## src/rtl/prog_loader_pkg.sv

```systemverilog
// prog_loader_pkg: shared definitions for the program loader and the
// mem_controller decode side: state encoding, field/word widths and the
// instruction packing helper.
package prog_loader_pkg;

   // Instruction field and packed word widths
   localparam int FIELD_W = 4;
   localparam int WORD_W  = 16;

   // Loader state encoding (visible on the curr output)
   localparam logic [1:0] ENC_IDLE  = 2'd0;
   localparam logic [1:0] ENC_LOAD  = 2'd1;
   localparam logic [1:0] ENC_FLUSH = 2'd2;
   localparam logic [1:0] ENC_RUN   = 2'd3;

   typedef enum logic [1:0] {
      ST_IDLE  = ENC_IDLE,
      ST_LOAD  = ENC_LOAD,
      ST_FLUSH = ENC_FLUSH,
      ST_RUN   = ENC_RUN
   } state_t;

   // Packs decoded fields into one memory word: {opcode, dest, src1, src2}.
   // Pure concatenation, the fields are never combined arithmetically.
   function automatic logic [WORD_W-1:0] pack_instr(
      input logic [FIELD_W-1:0] opcode,
      input logic [FIELD_W-1:0] dest,
      input logic [FIELD_W-1:0] src1,
      input logic [FIELD_W-1:0] src2
   );
      return {opcode, dest, src1, src2};
   endfunction

endpackage

```

## src/rtl/prog_loader_if.sv

```systemverilog
// prog_loader_if: instruction stream, memory write port and start/done pair
// of the program loader.
//
// Stream handshake: the sender drives in_valid with stable fields and
// in_last; the loader drives in_ready. A word moves on a rising clk edge
// where in_valid and in_ready are both 1. in_ready never depends on
// in_valid, so the sender may hold in_valid high indefinitely.
interface prog_loader_if #(
   parameter int ADDR_W = 4
);
   import prog_loader_pkg::*;

   logic               in_valid;
   logic               in_ready;
   logic [FIELD_W-1:0] in_opcode;
   logic [FIELD_W-1:0] in_dest;
   logic [FIELD_W-1:0] in_src1;
   logic [FIELD_W-1:0] in_src2;
   logic               in_last;
   logic               mem_we;
   logic [ADDR_W-1:0]  mem_addr;
   logic [WORD_W-1:0]  mem_wdata;
   logic               S;
   logic               d;

   // Host/memory/controller side
   modport master (
      output in_valid, in_opcode, in_dest, in_src1, in_src2, in_last, d,
      input  in_ready, mem_we, mem_addr, mem_wdata, S
   );

   // Loader side
   modport slave (
      input  in_valid, in_opcode, in_dest, in_src1, in_src2, in_last, d,
      output in_ready, mem_we, mem_addr, mem_wdata, S
   );

endinterface

```

## src/rtl/prog_loader.sv

```systemverilog
// prog_loader: packs incoming instruction fields into 16-bit words, writes
// them to consecutive memory addresses from 0, then holds S high until the
// controller returns d. Words arriving once the memory is full are dropped
// and flagged on the sticky overflow output.
// Optional feature macro: PROG_LOADER_CHECKSUM_EN adds a running XOR of all
// written words on the checksum output.
module prog_loader
   import prog_loader_pkg::*;
#(
   parameter int ADDR_W = 4
) (
   input  logic              clk,
   input  logic              reset,
   prog_loader_if.slave      bus,
   output logic [ADDR_W:0]   count,
   output logic              overflow,
`ifdef PROG_LOADER_CHECKSUM_EN
   output logic [WORD_W-1:0] checksum,
`endif
   output logic [1:0]        curr
);

   // count value at which the memory holds all 2**ADDR_W words
   localparam logic [ADDR_W:0] FULL_CNT = (ADDR_W+1)'(1) << ADDR_W;

   state_t              r_state;
   state_t              w_next;
   logic                w_ready;
   logic                w_start;
   logic                w_xfer;
   logic                w_first;
   logic                w_full;
   logic                w_write;
   logic [ADDR_W-1:0]   w_addr;
   logic [WORD_W-1:0]   w_word;

   logic [ADDR_W:0]     r_count;
   logic                r_overflow;
   logic                r_mem_we;
   logic [ADDR_W-1:0]   r_mem_addr;
   logic [WORD_W-1:0]   r_mem_wdata;

   assign w_xfer  = bus.in_valid & w_ready;
   // The first word of a program restarts addressing, so it is never "full"
   // even though count may still show the previous program's 2**ADDR_W.
   assign w_first = w_xfer & (r_state == ST_IDLE);
   assign w_full  = (r_count == FULL_CNT);
   assign w_write = w_xfer & (w_first | ~w_full);
   // count doubles as the next free address while loading
   assign w_addr  = w_first ? '0 : r_count[ADDR_W-1:0];
   assign w_word  = pack_instr(bus.in_opcode, bus.in_dest, bus.in_src1, bus.in_src2);

   // State register
   always_ff @(posedge clk or posedge reset) begin
      if (reset) r_state <= ST_IDLE;
      else       r_state <= w_next;
   end

   // Next-state logic; d only matters in RUN
   always_comb begin
      w_next = r_state;
      unique case (r_state)
         ST_IDLE:  if (w_xfer) w_next = bus.in_last ? ST_FLUSH : ST_LOAD;
         ST_LOAD:  if (w_xfer && bus.in_last) w_next = ST_FLUSH;
         ST_FLUSH: w_next = ST_RUN;
         ST_RUN:   if (bus.d) w_next = ST_IDLE;
         default:  w_next = ST_IDLE;
      endcase
   end

   // State-decoded outputs: accept in IDLE/LOAD, start level in RUN
   always_comb begin
      w_ready = 1'b0;
      w_start = 1'b0;
      unique case (r_state)
         ST_IDLE:  w_ready = 1'b1;
         ST_LOAD:  w_ready = 1'b1;
         ST_FLUSH: w_ready = 1'b0;
         ST_RUN:   w_start = 1'b1;
         default:  w_ready = 1'b0;
      endcase
   end

   // Word count and sticky overflow, both restarted by a program's first word
   always_ff @(posedge clk or posedge reset) begin
      if (reset) begin
         r_count    <= '0;
         r_overflow <= 1'b0;
      end else if (w_first) begin
         r_count    <= (ADDR_W+1)'(1);
         r_overflow <= 1'b0;
      end else if (w_write) begin
         r_count    <= r_count + (ADDR_W+1)'(1);
      end else if (w_xfer && w_full) begin
         r_overflow <= 1'b1;
      end
   end

   // Registered memory write port: one strobe per accepted, non-dropped word
   always_ff @(posedge clk or posedge reset) begin
      if (reset) begin
         r_mem_we    <= 1'b0;
         r_mem_addr  <= '0;
         r_mem_wdata <= '0;
      end else begin
         r_mem_we <= w_write;
         if (w_write) begin
            r_mem_addr  <= w_addr;
            r_mem_wdata <= w_word;
         end
      end
   end

`ifdef PROG_LOADER_CHECKSUM_EN
   logic [WORD_W-1:0] r_checksum;

   // Running XOR of written words, updated together with mem_we
   always_ff @(posedge clk or posedge reset) begin
      if (reset)        r_checksum <= '0;
      else if (w_first) r_checksum <= w_word;
      else if (w_write) r_checksum <= r_checksum ^ w_word;
   end

   assign checksum = r_checksum;
`endif

   assign bus.in_ready  = w_ready;
   assign bus.S         = w_start;
   assign bus.mem_we    = r_mem_we;
   assign bus.mem_addr  = r_mem_addr;
   assign bus.mem_wdata = r_mem_wdata;
   assign count         = r_count;
   assign overflow      = r_overflow;
   assign curr          = r_state;

endmodule

```

## src/flat_wrapper.sv

```systemverilog
// flat-port wrapper written by rule: the top's interface ports become plain ports
module prog_loader_flat import prog_loader_pkg::*;
#(
   parameter int ADDR_W = 4
)
  (clk, reset, count, overflow, curr, bus_in_valid, bus_in_opcode, bus_in_dest, bus_in_src1, bus_in_src2, bus_in_last, bus_d, bus_in_ready, bus_mem_we, bus_mem_addr, bus_mem_wdata, bus_S);
  prog_loader_if #(.ADDR_W(ADDR_W)) bus_i ();
  input  logic clk;
  input  logic reset;
  output logic [ADDR_W:0] count;
  output logic overflow;
  output logic [1:0] curr;
  input wire logic [$bits(bus_i.in_valid)-1:0] bus_in_valid;
  input wire logic [$bits(bus_i.in_opcode)-1:0] bus_in_opcode;
  input wire logic [$bits(bus_i.in_dest)-1:0] bus_in_dest;
  input wire logic [$bits(bus_i.in_src1)-1:0] bus_in_src1;
  input wire logic [$bits(bus_i.in_src2)-1:0] bus_in_src2;
  input wire logic [$bits(bus_i.in_last)-1:0] bus_in_last;
  input wire logic [$bits(bus_i.d)-1:0] bus_d;
  output wire logic [$bits(bus_i.in_ready)-1:0] bus_in_ready;
  output wire logic [$bits(bus_i.mem_we)-1:0] bus_mem_we;
  output wire logic [$bits(bus_i.mem_addr)-1:0] bus_mem_addr;
  output wire logic [$bits(bus_i.mem_wdata)-1:0] bus_mem_wdata;
  output wire logic [$bits(bus_i.S)-1:0] bus_S;
  assign bus_i.in_valid = bus_in_valid;
  assign bus_i.in_opcode = bus_in_opcode;
  assign bus_i.in_dest = bus_in_dest;
  assign bus_i.in_src1 = bus_in_src1;
  assign bus_i.in_src2 = bus_in_src2;
  assign bus_i.in_last = bus_in_last;
  assign bus_i.d = bus_d;
  assign bus_in_ready = bus_i.in_ready;
  assign bus_mem_we = bus_i.mem_we;
  assign bus_mem_addr = bus_i.mem_addr;
  assign bus_mem_wdata = bus_i.mem_wdata;
  assign bus_S = bus_i.S;
  prog_loader #(.ADDR_W(ADDR_W)) u_core (.clk(clk), .reset(reset), .bus(bus_i), .count(count), .overflow(overflow), .curr(curr));
endmodule
```

## config.mk

```make
export PLATFORM = sky130hd
export DESIGN_NAME = prog_loader_flat
export DESIGN_NICKNAME = d
export VERILOG_FILES = /design/src/rtl/prog_loader_pkg.sv /design/src/rtl/prog_loader_if.sv /design/src/rtl/prog_loader.sv /design/src/flat_wrapper.sv
export SDC_FILE = /design/constraint.sdc
export NUM_CORES = 1
export LEC_CHECK = 0
export ABC_CLOCK_PERIOD_IN_PS = 5000
export BUFFER_PORTS_ARGS = -buffer_cell sky130_fd_sc_hd__clkbuf_2
export CORE_MARGIN = 4
export CORE_UTILIZATION = 54
export CTS_BUF_LIST = sky130_fd_sc_hd__clkbuf_8
export CTS_CLUSTER_SIZE = 25
export DETAILED_ROUTE_END_ITERATION = 16
export PLACE_DENSITY_LB_ADDON = 0.25
export SYNTH_ARGS = -nofsm -noshare
export SYNTH_HDL_FRONTEND = slang
export SYNTH_SLANG_ARGS = --single-unit
```

## constraint.sdc

```tcl
create_clock -name clk -period 5 [get_ports clk]
set_input_delay 0.5 -clock clk [delete_from_list [all_inputs] [get_ports clk]]
set_output_delay 0.5 -clock clk [all_outputs]
set_load 0.005 [all_outputs]
```

==> impl_metrics.csv <==
group,metric,value,unit
sta,rsz0062_at_grt,"no",
finish,layout_common_cells,"clkbuf_2, dfrtp_1, inv_1, mux2_4",
finish,final_common_cell,"clkbuf_2",
yosys,avgSynthCellArea,13.78,sq um
clocking,cts-buffers-inserted,5,
clocking,cts_buffer_depth,2,
sta,slew_violations,0,
sta,fin_crit_sh,41.09,%
finish,num_antenna_cells,0,
yosys,synth_xor_area_share,0,%
clocking,ctsHoldBuffers,0,
die,ios,52,
drt,vias,971,
place,gp_congestion,0.9174,
finish,drive_above_1_share,52.56,%
global_route,grt_antenna_before_repair,0,
finish,area_growth,25.50,%
global_route,grt_pass1_vias,1042,
yosys,synth_compound_area_share,10.92,%
global_route,grt_max_degree,30,
global_route,grt.overflow.total,0,
outcome,status,"complete, no violations",
hold_path,hp-class,"input port to flip-flop",
run,cap_violations,0,
yosys,yosys.area_share.simple,4.954,%
sta,maxSlewHeadroom,29.88,%
global_route,grt_pass1_wl,4816,um
clocking,postCtsSetupBuffers,0,
die,num_rows,17,
drt,drtAntennaViolNets,0,
sta,tns,0,ns
drt,drtIter0Drc,19,
yosys,synth_area,0.001364,sq mm
clocking,ctsResizeCount,0,
worst_setup_path,critical_path_class,"flip-flop to primary output",
global_route,grt_use_total,19.56,%
yosys,synth_edf_count,0,
worst_setup_path,critPathArrivalTime,1.55,ns
pwr,total_power,1.049,mW
yosys,yosysSeqAreaShare,53.21,%
sta,finalSetupViolCount,0,
worst_setup_path,worstSetupStartpointType,"flip-flop",
finish,post-route-util,74.51,%
yosys,synthDistinctLibCells,27,
pwr,peakVddDrop,0.3895,mV
sta,fin_skew,0.005986,ns
drt,wl_per_cell,15.20,um
die,die_h,58.26,um
yosys,postSynthCellCount,99,
yosys,synth_top_family_by_area,"multiplexers",
clocking,cts_root_buf,"clkbuf_8",
clocking,clk_pin_slew,0.06,ns
worst_setup_path,critical_path_required,4.50,ns
drt,routed_wl,2796,um
place,io_buffers,51,
yosys,synthMuxAreaShare,19.36,%
yosys,yosys_warnings,0,
sta,fin_crit,2.055,ns
place,place.detailed.hpwl,2071,um
die,initial_core_util,59.37,%
sta,fmax,486.7,MHz
die,die_area,0.003394,sq mm
worst_setup_path,worst-path-max-fanout,9,
clocking,cts_tree,"built",
pwr,cellLeakagePower,0.9139,nW
drt,drt-pass1-iter-count,4,
sta,hold_violations,0,
sta,worstMarginPinSlew,1.051,ns
yosys,syn_nets,127,
die,core-area,0.002297,sq mm
clocking,clock_latency,0.28,ns
worst_setup_path,cp-end-kind,"primary output",
clocking,htree_levels,2,
die,die_w,58.26,um
drt,routed_via_density,5.277,
yosys,synthAdderAreaFrac,6.422,%
yosys,ys_async_sr_fraction,100.0,%
yosys,ys.flop_type,"dfrtp_1",
yosys,synth_seq_cells,29,
drt,drc,0,
finish,layout.nets,183,
pwr,p_per_area,612.6,mW/mm^2
worst_setup_path,regToRegSetupSlack,3.02,ns
clocking,numClockSinks,29,
==> cell usage after synthesis (all sizes together), types with 2 or more instances <==
library cell	count	area share (%)
a21boi	2	1.1
a21oi	3	1.1
a22o	2	1.5
a32o	3	2.2
buf	2	1.8
dfrtp	29	53
ha	7	6.4
inv	10	3.3
mux2	16	16
mux2i	5	3.7
nand2	4	1.1
o21ai	4	1.5
or3	3	1.5
==> metal layers <==
metal	wire length, um	track usage, %	share of wire, %	vias to the layer above
met5	0	0	0	-
met4	77	12.91	2.8	0
met3	198	6.682	7.1	7
met2	1337	30.32	48	36
met1	1183	22.90	42	462
li1	-	-	-	466
==> registers in the layout, indices dropped and copies added, names as in the netlist <==
signal / count
u_core.count: 5
u_core.curr: 2
u_core.bus.mem_addr: 4
u_core.overflow: 1
u_core.bus.mem_wdata: 16
u_core.bus.mem_we: 1
==> logic make-up (layout without fill, tap and decap cells) <==
group / Yosys count / after routing
adders and majority gates: 7 / 7
DFF: 29 / 29
buffers and inverters: 12 / 69
AOI/OAI and AO/OA: 19 / 19
muxes: 21 / 21
and+or+nand+nor: 11 / 11
==> stage by stage <==
stage	std cells	hold slack, ns	worst slack, ns	instance area (sq um)
3_5_place_dp	176	0.4896	3.053	1629
2_1_floorplan	99	0.4893	3.165	1364
6_report	184	0.4444	2.945	1712
3_3_place_gp	176	0.4929	3.135	1629
5_1_grt	184	0.4300	2.877	1712
4_1_cts	184	0.4324	2.945	1712
==> worst max-delay path, stage by stage, from the launching register on <==
cell      delay [ns]
dfrtp_1         0.40
inv_1           0.12
ha_1            0.32
or2_2           0.32
clkbuf_2        0.11
==> final timing paths <==
path                                         from                      end  cells after the start
max                                u_core.curr[0]             bus_in_ready                      4
min                                bus_in_src1[0]  u_core.bus.mem_wdata[4]                      2
max reg2reg                        u_core.curr[0]  u_core.bus.mem_wdata[8]                      6
min reg2reg                u_core.bus.mem_addr[2]   u_core.bus.mem_addr[2]                      1
max in group asynchronous                   reset          u_core.overflow                      2
min in group asynchronous                   reset  u_core.bus.mem_wdata[2]                      2
==> layout make-up <==
type,count,area (sq um)
flip-flops and latches,29,725.7
well taps,28,35.03
multi-input cells,58,568.0
clock buffers,5,68.82
fillers,176,585.6
inverters,10,45.04
repair buffers,51,255.2
clock inverters,3,13.76
==> power breakdown <==
| group | internal [mW] | switching (mW) | leakage [nW] |
|---|---|---|---|
| clock network | 0.0940 | 0.0879 | 0.0491 |
| registers | 0.336 | 0.0697 | 0.359 |
| logic | 0.258 | 0.202 | 0.506 |
Power figures use the tool's default switching activity.
